$ cat config.mk
export PLATFORM = sky130hd
export DESIGN_NAME = pls_increment_table_calc
export DESIGN_NICKNAME = d
export VERILOG_FILES = /design/src/rtl/pls_increment_table_calc.sv
export SDC_FILE = /design/constraint.sdc
export NUM_CORES = 1
export LEC_CHECK = 0
export CORE_ASPECT_RATIO = 0.6
export CORE_MARGIN = 2
export CORE_UTILIZATION = 48
export CTS_BUF_LIST = sky130_fd_sc_hd__clkbuf_8 sky130_fd_sc_hd__clkbuf_16
export CTS_CLUSTER_DIAMETER = 150
export DETAILED_ROUTE_END_ITERATION = 10
export PLACE_DENSITY = 0.89
export REMOVE_ABC_BUFFERS = 1
export SLEW_MARGIN = 20
export SYNTH_ARGS = -nofsm -noshare
export SYNTH_HDL_FRONTEND = slang
export SYNTH_SLANG_ARGS = --single-unit
$ cat constraint.sdc
create_clock -name aclk -period 3.3 [get_ports aclk]
set_input_delay 0.33 -clock aclk [delete_from_list [all_inputs] [get_ports aclk]]
set_output_delay 0.33 -clock aclk [all_outputs]
set_load 0.02 [all_outputs]
$ cat src/rtl/pls_increment_table_calc.sv
// Batch increment calculator: inc[i] = (a[i] - b[i]) / lines[i] for segments 0..n-1,
// driving external AXI-Stream FP subtractor/divider cores and a segment/increment table pair.
module pls_increment_table_calc #(
  parameter int                    DATA_SIZE = 32,
  parameter int                    SEG_COUNT = 8,
  parameter int                    IDX_W     = (SEG_COUNT > 1) ? $clog2(SEG_COUNT) : 1,
  parameter logic [DATA_SIZE-1:0]  LINES_ONE = 32'h3F80_0000
) (
  input  logic                 aclk,
  input  logic                 aresetn,
  input  logic                 start,
  input  logic [IDX_W:0]       seg_num,
  output logic                 busy,
  output logic                 done,
  output logic                 err,
  output logic [IDX_W-1:0]     err_seg,
  output logic                 rd_en,
  output logic [IDX_W-1:0]     rd_addr,
  input  logic [DATA_SIZE-1:0] rd_a,
  input  logic [DATA_SIZE-1:0] rd_b,
  input  logic [DATA_SIZE-1:0] rd_lines,
  output logic                 wr_en,
  output logic [IDX_W-1:0]     wr_addr,
  output logic [DATA_SIZE-1:0] wr_data,
  output logic                 sub_a_tvalid,
  input  logic                 sub_a_tready,
  output logic [DATA_SIZE-1:0] sub_a_tdata,
  output logic                 sub_b_tvalid,
  input  logic                 sub_b_tready,
  output logic [DATA_SIZE-1:0] sub_b_tdata,
  input  logic                 sub_r_tvalid,
  output logic                 sub_r_tready,
  input  logic [DATA_SIZE-1:0] sub_r_tdata,
  output logic                 div_a_tvalid,
  input  logic                 div_a_tready,
  output logic [DATA_SIZE-1:0] div_a_tdata,
  output logic                 div_b_tvalid,
  input  logic                 div_b_tready,
  output logic [DATA_SIZE-1:0] div_b_tdata,
  input  logic                 div_r_tvalid,
  output logic                 div_r_tready,
  input  logic [DATA_SIZE-1:0] div_r_tdata
);

  typedef enum logic [3:0] {
    S_IDLE, S_RD, S_RD_WAIT, S_SUB_REQ, S_SUB_RESP,
    S_DIV_REQ, S_DIV_RESP, S_WR, S_DONE
  } state_t;

  localparam logic [IDX_W:0] SEG_MAX = (IDX_W+1)'(SEG_COUNT);

  state_t               state;
  logic [IDX_W:0]       n;
  logic [IDX_W-1:0]     idx;
  logic [DATA_SIZE-1:0] lines_r;

  always_ff @(posedge aclk or negedge aresetn) begin
    if (!aresetn) begin
      state        <= S_IDLE;
      n            <= '0;
      idx          <= '0;
      lines_r      <= '0;
      busy         <= 1'b0;
      done         <= 1'b0;
      err          <= 1'b0;
      err_seg      <= '0;
      rd_en        <= 1'b0;
      rd_addr      <= '0;
      wr_en        <= 1'b0;
      wr_addr      <= '0;
      wr_data      <= '0;
      sub_a_tvalid <= 1'b0;
      sub_a_tdata  <= '0;
      sub_b_tvalid <= 1'b0;
      sub_b_tdata  <= '0;
      sub_r_tready <= 1'b0;
      div_a_tvalid <= 1'b0;
      div_a_tdata  <= '0;
      div_b_tvalid <= 1'b0;
      div_b_tdata  <= '0;
      div_r_tready <= 1'b0;
    end else begin
      case (state)
        S_IDLE: begin
          if (start) begin
            idx     <= '0;
            err     <= 1'b0;
            err_seg <= '0;
            n       <= (seg_num > SEG_MAX) ? SEG_MAX : seg_num;
            if (seg_num == '0) begin
              state <= S_DONE;
              done  <= 1'b1;
            end else begin
              state   <= S_RD;
              busy    <= 1'b1;
              rd_en   <= 1'b1;
              rd_addr <= '0;
            end
          end
        end
        S_RD: begin
          rd_en <= 1'b0;
          state <= S_RD_WAIT;
        end
        S_RD_WAIT: begin
          lines_r      <= rd_lines;
          sub_a_tdata  <= rd_a;
          sub_b_tdata  <= rd_b;
          sub_a_tvalid <= 1'b1;
          sub_b_tvalid <= 1'b1;
          state        <= S_SUB_REQ;
        end
        // A channel whose tvalid is already low was accepted on an earlier cycle.
        S_SUB_REQ: begin
          if (sub_a_tready) sub_a_tvalid <= 1'b0;
          if (sub_b_tready) sub_b_tvalid <= 1'b0;
          if ((!sub_a_tvalid || sub_a_tready) && (!sub_b_tvalid || sub_b_tready)) begin
            sub_r_tready <= 1'b1;
            state        <= S_SUB_RESP;
          end
        end
        S_SUB_RESP: begin
          if (sub_r_tvalid) begin
            sub_r_tready <= 1'b0;
            if (lines_r[DATA_SIZE-2:0] == '0) begin
              wr_data <= '0;
              err     <= 1'b1;
              if (!err) err_seg <= idx;
              wr_en   <= 1'b1;
              wr_addr <= idx;
              state   <= S_WR;
            end else if (lines_r == LINES_ONE) begin
              wr_data <= sub_r_tdata;
              wr_en   <= 1'b1;
              wr_addr <= idx;
              state   <= S_WR;
            end else begin
              div_a_tdata  <= sub_r_tdata;
              div_b_tdata  <= lines_r;
              div_a_tvalid <= 1'b1;
              div_b_tvalid <= 1'b1;
              state        <= S_DIV_REQ;
            end
          end
        end
        S_DIV_REQ: begin
          if (div_a_tready) div_a_tvalid <= 1'b0;
          if (div_b_tready) div_b_tvalid <= 1'b0;
          if ((!div_a_tvalid || div_a_tready) && (!div_b_tvalid || div_b_tready)) begin
            div_r_tready <= 1'b1;
            state        <= S_DIV_RESP;
          end
        end
        S_DIV_RESP: begin
          if (div_r_tvalid) begin
            div_r_tready <= 1'b0;
            wr_data      <= div_r_tdata;
            wr_en        <= 1'b1;
            wr_addr      <= idx;
            state        <= S_WR;
          end
        end
        S_WR: begin
          wr_en <= 1'b0;
          if ({1'b0, idx} == n - 1'b1) begin
            state <= S_DONE;
            done  <= 1'b1;
            busy  <= 1'b0;
          end else begin
            idx     <= idx + 1'b1;
            rd_addr <= idx + 1'b1;
            rd_en   <= 1'b1;
            state   <= S_RD;
          end
        end
        S_DONE: begin
          done <= 1'b0;
          if (!start) state <= S_IDLE;
        end
        default: state <= S_IDLE;
      endcase
    end
  end

endmodule

# Word level (Yosys, flattened, before mapping)
# Cells that the tools add are included.
[totals]
register_bits = 223
latch_bits = 0
ram_bits = 0
romBits = 0
input_bits = 173
output_inout_bits = 180
wordCells = 166
n_memories = 0
[op_classes]
n_addsub = 2
mul = 0
div_mod_pow = 0
magnitude_cmp = 1
eq_ne = 29
shifts = 0
muxes = 68
n_bitwise = 2
reduce_logical = 41
[op_table]
columns = ["cell", "count"]
rows = [
  ["2-to-1 mux 32 bit", 4],
  ["one-hot mux 32 bit (2 select lines)", 1],
  ["2-to-1 mux 4 bit", 9],
  ["!= test 2 bit, second input constant", 18],
  ["one-hot mux 4 bit (9 select lines)", 1],
  ["2-to-1 mux 3 bit", 11],
  ["== test 32 x 30 -> 1 bit, second input constant", 1],
  ["AND reduction 4 bit", 8],
  ["zero test 31 bit", 1],
  ["2-to-1 mux 1 bit", 25],
  ["one-hot mux 3 bit (2 select lines)", 4],
  ["== test 4 x 3 -> 1 bit, second input constant", 4],
  ["one-hot mux 1 bit (2 select lines)", 8],
  ["AND reduction 5 bit", 3],
  ["nonzero test 2 bit", 7],
  ["one-hot mux 1 bit (3 select lines)", 3],
  ["AND reduction 3 bit", 3],
  ["nonzero test 3 bit", 3],
  ["== test 4 x 2 -> 1 bit, second input constant", 2],
  ["zero test 4 bit", 2],
  ["AND reduction 2 bit", 3],
  ["AND reduction 6 bit", 1],
  ["== test 3 x 4 -> 1 bit", 1],
  ["== test 4 x 1 -> 1 bit, second input constant", 1],
  ["10 further kinds", 19],
]

# Logic depth before layout (Yosys ltp)
[depth]
ltp_word = 5
depth_mapped = 7
mapped_depth_nobuf = 7

# Least setup slack after synthesis
# OpenSTA, ideal clock, no wires.
[synth_path]
kind = "register to register"
startpoint = "register lines_r[26]"
endpoint = "register div_a_tdata[23]"
arrival_ns = 1.911
setup_slack_ns = 1.264
path_stages_with_launch = 8
n_path_buf = 2
period_less_slack_ns = 2.036
path_cell_list = "dfrtp_1 -> or4_1 -> nor2b_1 -> o2111a_2 -> nor2_1 -> buf_6 -> buf_6 -> mux2_4"
[synth_via]
elab_chain_cells = 3
word_cells_on_any_way = 5
[synth_lines]
columns = ["item", "line", "text"]
rows = [
  ["from (decl)", "55", "logic [DATA_SIZE-1:0] lines_r;"],
  ["from (signal assigned)", "106", "lines_r <= rd_lines;"],
  ["== test 32 x 30 -> 1 bit / zero test 31 bit (equally long branches)", "132, 125", ""],
  ["NOT 1 bit (no source line)", "n/a", ""],
  ["AND reduction 4 bit (no source line) *", "n/a", ""],
  ["to (signal assigned)", "138", "div_a_tdata <= sub_r_tdata;"],
  ["to (decl)", "36", "output logic [DATA_SIZE-1:0] div_a_tdata,"],
]
# Every way passes the cells marked *; elsewhere a longest branch is shown, timed or not.
# A chain may end at the register's enable or synchronous reset.

# Final worst setup path
[layout_path]
startpoint = "register state[1]"
endpoint = "register sub_a_tdata[15]"
[layout_via]
elab_chain_cells = 1
[layout_lines]
columns = ["item", "line", "text"]
rows = [
  ["from (decl)", "52", "state_t state;"],
  ["from (signal assigned)", "59", "state <= S_IDLE;"],
  ["from (signal assigned)", "91", "state <= S_DONE;"],
  ["from (signal assigned)", "94", "state <= S_RD;"],
  ["== test 4 x 2 -> 1 bit", "83", "case (state)"],
  ["to (signal assigned)", "107", "sub_a_tdata <= rd_a;"],
  ["to (decl)", "27", "output logic [DATA_SIZE-1:0] sub_a_tdata,"],
]
# No other way between the ends.

==> impl_metrics.tcl <==
set metrics [dict create \
    regToRegStartpoint "state[1]" \
    cts_root_buffer "clkbuf_16" \
    cp.arrival_ps 2840 \
    wire_per_inst_um 20.9 \
    status "completed" \
    drtIter0Drc 390 \
    hold_class "input port to register" \
    syn_inst 626 \
    slew_headroom_pct 48.9 \
    yosysSeqAreaShare_pct 59.9 \
    cts_buffers 21 \
    drc 0 \
    min_from "rd_a[17]" \
    ff2ff_path_depth 4 \
    fp.dieW_um 184 \
    ir_drop_mv 0.639 \
    criticalPathCategory "register to register" \
    finalClockSkew_ps 7.80 \
    ys_ff_latch 223 \
    cp_max_fo 83 \
    holdWs_ps 452 \
    cp-start-kind "register" \
    start_util_pct 49.0 \
    setup-violations-final 0 \
    worst_slack_ps 827 \
    synth-edff-count 0 \
    min_to "sub_a_tdata[17]" \
    nNetsFinal 1157 \
    htree_levels 1 \
    globalRouteOverflowTotal 0 \
    tritoncts "built" \
    cts.sinks 223 \
    antenna_found_initial 0 \
    layout_common_cells "351 x clkdlybuf4s50_1, 223 x dfrtp_1, 158 x mux2_2" \
    period_minus_slack_ps 2470 \
    ys_warn_count 0 \
    first_global_vias 7061 \
    clk_pin_slew_ps 70 \
    clk_latency_ps 490 \
    worst_slew_pin_slew_ps 767 \
    hold_depth 2 \
    port_buffers 352 \
    syn_area_um2 9320 \
    p_total_mw 14.1 \
    place_congestion 0.901 \
    ios 353 \
    final_common_cell "clkdlybuf4s50_1" \
    viasPerCell 5.40 \
    rsz0062_at_grt "false" \
    cp-end-kind "register" \
    firstDrtPassIters 5 \
    required_ps 3660 \
    area_growth_pct 47.4 \
    rr_endpoint "sub_a_tdata[15]" \
    yosys_most_used_dff "dfrtp_1" \
    reg2reg_slack_ps 830 \
    design.core.area_um2 19000 \
    grt_max_degree 99 \
    final.period_utilization_pct 74.9 \
    clock.fmax_mhz 404 \
    die_y_um 112 \
    finalWirelength_um 25800 \
    dpl_worst_slack_ps 894 \
    drv_cap 0 \
    yosysUniqueCellTypes 50 \
    hold_violations 0 \
    row_count 39 \
    vias 6687 \
    dieArea_um2 20600 \
    antenna_cells 0 \
    hpwlAfterDp_um 18500 \
    grtUsageTotal_pct 24.9 \
    drive_gt1_share_pct 25.0 \
    ant_nets 0 \
    powerDensity_nw_per_um2 1030 \
    report.final.slew_viol_count 0 \
    p_leak_nw 5.91 \
    syn_area_per_cell_um2 14.9 \
    clock_path_buffers 3 \
    synthArstFlopShare_pct 100 \
    grt_pass1_wl_um 39800 \
]
## sequential cells by signal, indices dropped and copies added (netlist names), 3 cells and up
name / count
err_seg: 3
lines_r: 32
div_a_tdata: 32
div_b_tdata: 32
rd_addr: 3
wr_data: 32
wr_addr: 3
sub_a_tdata: 32
state: 4
sub_b_tdata: 32
n: 4
idx: 3
## metrics by stage
stage / instances / util, % / area [um^2] / TNS (ps)
6_report: 1238 / 72.2 / 13700 / 0
5_1_grt: 1238 / 72.2 / 13700 / 0
4_1_cts: 1238 / 72.2 / 13700 / 0
3_5_place_dp: 1204 / 68.9 / 13100 / 0
3_3_place_gp: 1204 / 68.9 / 13100 / 0
2_1_floorplan: 593 / - / 9120 / -254390
## kinds of logic after synthesis
family          Yosys count  synth area share, %
mux                     200                 25.7
flops                   223                 59.9
xor+xnor                  4                0.376
compound gates           80                 6.77
buf+inv                  44                 2.55
fa+ha+maj                 2                0.269
simple gates             73                 4.46
## cells in the mapped netlist, types with 2 or more instances
library cell,n,share of area [%]
inv_1,11,0.44
a2bb2oi_1,3,0.28
nand2b_1,6,0.40
dfrtp_1,223,60
nor2b_1,2,0.13
nand4_1,3,0.20
o21a_1,2,0.16
or4_1,2,0.16
nor2_1,13,0.52
xor2_1,4,0.38
a21bo_2,2,0.21
a21o_1,5,0.40
a22o_1,36,3.4
mux2_4,38,6.1
mux2_2,158,19
buf_2,10,0.54
a21boi_0,2,0.16
o21ai_0,7,0.38
nor4_1,9,0.60
clkbuf_1,15,0.60
nand4b_1,2,0.19
o22ai_1,2,0.13
a21oi_1,8,0.43
ha_1,2,0.27
mux2_1,3,0.36
nor3_1,4,0.21
nand3_1,5,0.27
buf_6,8,0.97
nand2_1,17,0.68
a31oi_1,4,0.27
## timing repair
item | 4_1_cts | 5_1_grt
gates resized for setup | 0 | 0
setup buffers | 0 | 0
endpoints found under the hold margin | 94 | 0
hold buffers | 1 | 0
## layer usage
metal | GRT usage [%] | wire length [um] | up-vias
met5 | 0 | 0 | -
met4 | 8.27 | 788 | 0
met3 | 7.85 | 2440 | 57
met2 | 39.1 | 12000 | 312
met1 | 33.2 | 10700 | 3332
li1 | - | - | 2986
## worst max-delay path by stage
| stage | to | slack [ps] | cells past startpoint | start |
|---|---|---|---|---|
| after floorplan | div_a_tdata[0] | -2110 | 4 | state[1] |
| after global placement | wr_addr[0] | 940 | 6 | lines_r[13] |
| after detailed placement | wr_addr[2] | 890 | 6 | lines_r[13] |
| after CTS | wr_addr[0] | 860 | 6 | lines_r[13] |
| after global routing | sub_b_tdata[11] | 740 | 4 | state[1] |
| final | sub_a_tdata[15] | 830 | 4 | state[1] |
## worst max-delay path, stage by stage, from the launching register on
cell and delay [ps]:
dfrtp_1 760, inv_1 360, nor4_4 370, buf_12 410, mux2_2 400
## final cells by class
cell class                 instances  area [um^2]
sequential                       223         5580
fill                            1300         5300
timing repair buffer             366         3670
multi-input combinational        359         3520
clock buffer                      25          581
tap                              246          308
inverter                          11         41.3
clock inverter                     8         32.5
## report_power, final
| part | switching (mW) | internal, mW |
|---|---|---|
| logic | 3.14 | 3.72 |
| registers | 0.968 | 4.09 |
| clock network | 0.983 | 1.24 |
(Power assumes the default switching activity.)
==> RTL edit 1: new RTL, same settings <==
The parameter `LINES_ONE` goes from 32'h3F80_0000 to 32'h20000000.
--- a/src/rtl/pls_increment_table_calc.sv
+++ b/src/rtl/pls_increment_table_calc.sv
@@ -4,7 +4,7 @@
   parameter int                    DATA_SIZE = 32,
   parameter int                    SEG_COUNT = 8,
   parameter int                    IDX_W     = (SEG_COUNT > 1) ? $clog2(SEG_COUNT) : 1,
-  parameter logic [DATA_SIZE-1:0]  LINES_ONE = 32'h3F80_0000
+  parameter logic [DATA_SIZE-1:0]  LINES_ONE = 32'h20000000
 ) (
   input  logic                 aclk,
   input  logic                 aresetn,
Function: no difference found for any inputs over 4 cycles, from zero or initial values and one cycle with aresetn low; that may be too few to reach the edited logic, so the function may still have changed.
==> RTL edit 1 against the original RTL <==
Clock skew about the same; final cell count up 5.0%; final area up 1.7%; combinational power up 1%; synthesized area up 0.81%; setup slack worse by 0.33 ns; critical path type unchanged; routed wire length up 2.4%; power up 1.8%; critical endpoint is now wr_addr[2]$_DFFE_PN0P_; sequential cell count unchanged.
==> RTL edit 1: results (changes against the original RTL) <==
[finish]
fillCellCount = 1260  ; -3.1%
final_nets = 1193  ; +3.1%
drive_gt1_share_pct = 23.98  ; -1.0 points
multi_input_area_um2 = 3578  ; +1.7%

[timing]
finClkSkew_ns = 0.007957  ; +0.0001543 ns
max_slew_margin_pct = 28.00  ; -21 points

[outcome]
status = completed

[critical_path]
r2r_cells = 5  ; +1
max_stage_delay_ns = 0.66  ; -0.10 ns
path_max_fanout = 35  ; -58%
crit_slowest_cell = or2_2
cpLargestDelayFamily = simple AND/OR/NAND/NOR gates

[detailed_routing]
vias = 6898  ; +3.2%
routed_wl_mm = 26.48  ; +2.4%
drtPass1Iterations = 4  ; -1
first_iter_violations = 527  ; +35%

[power]
ir_worst_vdd_v = 0.0006994  ; +9.5%
leakagePower_nw = 5.735  ; -3.0%

[global_route]
grt_util_all_layers_pct = 25.77  ; +0.83 points
antenna_found_initial = 1  ; +1
first_global_vias = 7420  ; +5.1%
grt_max_degree = 101  ; +2.0%
grt_pass1_wl_mm = 41.68  ; +4.8%

[place]
place.gp.congestion = 0.8826  ; -2.0%
hpwl_mm = 19.21  ; +3.6%
placed_cell_area_um2 = 13220  ; +0.87%

[yosys]
synthTopCellsByCount = dfrtp_1, mux2_2, o21ai_0
ys_seq_area_share_pct = 59.41  ; -0.48 points

## RTL edit 1: changes by cell type after synthesis, moves of 5 or more
cell     change
mux2i_1     +33
nand2_1      +5
o21ai_0     +40
mux2_1       +9
mux2_4      -38
o31ai_2     +30
buf_2        +8
a22o_1      -32
nor2_1       -6
mux2_2       -6
## RTL edit 1: final cells by class
class | instances | share of cell area, %
Tap cell | 266 | 2.383
Multi-Input combinational cell | 393 | 25.62
Clock inverter | 16 | 1.030
Inverter | 9 | 0.2419
Sequential cell | 223 | 39.95
Clock buffer | 24 | 4.219
Timing Repair Buffer | 369 | 26.55
## RTL edit 1: power groups by stage
stage | logic, mW | clock network [mW] | registers, mW
after floorplan | 2.46 | 0 | 6.12
after global routing | 7.33 | 2.71 | 5.11
final | 6.92 | 2.53 | 4.94
after global placement | 6.79 | 0 | 4.87
after detailed placement | 6.93 | 0 | 4.96
after CTS | 6.98 | 2.59 | 4.94
## RTL edit 1: worst paths after layout
path / start / endpoint / slack, ns
max: lines_r[1]$_DFFE_PN0P_ / wr_addr[2]$_DFFE_PN0P_ / 0.50
min: aresetn / sub_a_tdata[27]$_DFFE_PN0P_ / 0.44
max reg2reg: lines_r[1]$_DFFE_PN0P_ / wr_addr[2]$_DFFE_PN0P_ / 0.50
max in group asynchronous: aresetn / div_b_tdata[25]$_DFFE_PN0P_ / 1.88
min reg2reg: wr_addr[1]$_DFFE_PN0P_ / wr_addr[1]$_DFFE_PN0P_ / 0.49
min in group aclk: rd_lines[27] / lines_r[27]$_DFFE_PN0P_ / 0.44
## RTL edit 1: what timing repair did
action,4_1_cts,5_1_grt
hold buffers,1,0
gates resized for setup,0,0
endpoints found under the hold margin,96,0
setup buffers,0,0
## RTL edit 1: metrics by stage
stage | power, mW | worst slack [ns] | hold slack (ns) | std cells | TNS (ns)
final | 14.38 | 0.4973 | 0.4365 | 1300 | 0
after global routing | 15.15 | 0.3377 | 0.4294 | 1300 | 0
after CTS | 14.51 | 0.4758 | 0.4178 | 1300 | 0
after detailed placement | 11.89 | 0.5159 | 0.4173 | 1259 | 0
after global placement | 11.67 | 0.5905 | 0.4161 | 1259 | 0
after floorplan | 8.580 | -2.859 | 0.03441 | 625 | -188.07
## RTL edit 1: kinds of logic after synthesis
| logic type | synth area share [%] |
|---|---|
| xor+xnor | 0.5595 |
| fa+ha+maj | 0.2664 |
| buf+inv | 2.598 |
| simple gates | 4.836 |
| mux | 23.28 |
| compound gates | 9.045 |
| flops | 59.41 |
## RTL edit 1: metal layers
layer  routed length [µm]  track usage, %  up-vias
li1                     -               -     3124
met1                10960           34.29     3459
met2                12590           41.90      262
met3                 2205           7.236       53
met4                  724           6.773        0
met5                    0               0        -
==> RTL edit 2: new RTL, same settings <==
Made on the original files. Re-encode `state_t` (9 states) as one-hot, 9 bits wide.
--- a/src/rtl/pls_increment_table_calc.sv
+++ b/src/rtl/pls_increment_table_calc.sv
@@ -42,9 +42,9 @@
   input  logic [DATA_SIZE-1:0] div_r_tdata
 );
 
-  typedef enum logic [3:0] {
-    S_IDLE, S_RD, S_RD_WAIT, S_SUB_REQ, S_SUB_RESP,
-    S_DIV_REQ, S_DIV_RESP, S_WR, S_DONE
+  typedef enum logic [8:0] {
+    S_IDLE = 9'b000000001, S_RD = 9'b000000010, S_RD_WAIT = 9'b000000100, S_SUB_REQ = 9'b000001000, S_SUB_RESP = 9'b000010000,
+    S_DIV_REQ = 9'b000100000, S_DIV_RESP = 9'b001000000, S_WR = 9'b010000000, S_DONE = 9'b100000000
   } state_t;
 
   localparam logic [IDX_W:0] SEG_MAX = (IDX_W+1)'(SEG_COUNT);
Check against the original RTL: same outputs for any inputs over 4 cycles, from zero or initial values and one cycle with aresetn low; so few cycles prove little.
==> RTL edit 2 against the original RTL <==
Setup slack got worse by 0.13 ns; synthesized area grew 5.9%; global-route usage rose by 1.1 points; power down 28%; final area increased by 4.3%; sequential share of layout area down 0.79 points; routed wire length increased by 11%; fmax is 5.0% lower; hold slack worse by 0.069 ns; sequential cell count increased by 5; clock power increased by 7%; critical path type unchanged; largest cell class unchanged.
==> RTL edit 2: results (changes against the original RTL) <==
[finish]
seq_cell_count = 228  ; +2.2%
multi_input_area_um2 = 3860  ; +9.7%
final_cells = 1362  ; +10%
sh_seq_area_pct = 39.84  ; -0.79 points
buf_share_pct = 25.88  ; -0.87 points
drive_gt1_share_pct = 23.35  ; -1.7 points
fillCellCount = 1318  ; +1.4%
antenna_cells = 1  ; +1
clkbuf_count = 23  ; -8.0%

[yosys]
ys_seq_area_share_pct = 57.81  ; -2.1 points
synth_compound_area_share_pct = 5.488  ; -1.3 points
synthTopCellsByCount = dfrtp_1, mux2_2, nand2_1
ys_top_cells_by_area = dfrtp_1, mux2_2, mux2_4
synth.avg_cell_area_um2 = 13.65  ; -8.3%

[power]
combPwrFrac_pct = 36.0  ; -13 points
switching_share_pct = 32.91  ; -3.1 points
leakagePower_nw = 6.367  ; +7.7%
ir_worst_vdd_v = 0.0005905  ; -7.5%

[critical_path]
ff2ff_setup_slack_ns = 0.70  ; -0.13 ns
arrival_ns = 2.99  ; +0.15 ns
crit_slowest_cell = or4_1
path_max_fanout = 33  ; -60%
max_stage_delay_ns = 0.51  ; -0.25 ns

[global_route]
antenna_found_initial = 2  ; +2
grt_max_degree = 101  ; +2.0%
grt_pass1_wl_mm = 43.67  ; +9.8%
grt_util_all_layers_pct = 26.00  ; +1.1 points
gr-usage-met3_pct = 9.402  ; +1.6 points
grt_use_met2_pct = 43.32  ; +4.2 points
grt_use_met1_pct = 32.66  ; -0.51 points

[clock_network]
clk_latency_ns = 0.52  ; +0.03 ns

[place]
place_ws_ns = 0.7215  ; -0.1728 ns
place.gp.congestion = 0.8913  ; -1.1%

[worst_hold_path]
hold_start = div_a_tready

[timing]
max_slew_margin_pct = 47.53  ; -1.4 points
finClkSkew_ns = 0.02539  ; +0.01759 ns
min_period_over_period_pct = 78.87  ; +3.9 points

[detailed_routing]
wl_met3_mm = 2.798  ; +15%
viasPerCell = 5.295  ; -2.0%
met1_length_mm = 11.52  ; +7.9%

[floorplanning]
std_cell_rows = 40  ; +2.6%

[outcome]
status = completed

==> RTL edit 2: cell types whose count changed after synthesis, sizes merged, moves of 3 or more <==
cell    unedited run  this run
a21o               5         1
o21ai              8        49
xnor2              0         4
a22o              36         3
buf               18        25
dfrtp            223       227
nand4              3         6
a31oi              4         0
nand2             17        81
nor2b              2         5
nand3b             0         3
==> RTL edit 2: worst min-delay path by stage <==
stage / to / slack [ns] / cells past startpoint
after CTS: div_a_tvalid$_DFFE_PN0P_ / 0.36 / 2
after global routing: div_b_tvalid$_DFFE_PN0P_ / 0.39 / 2
after detailed placement: n[1]$_DFFE_PN0P_ / 0.41 / 1
after global placement: div_a_tdata[25]$_DFFE_PN0P_ / 0.41 / 1
after floorplan: busy$_DFFE_PN0P_ / 0.03 / 0
final: div_a_tvalid$_DFFE_PN0P_ / 0.38 / 2
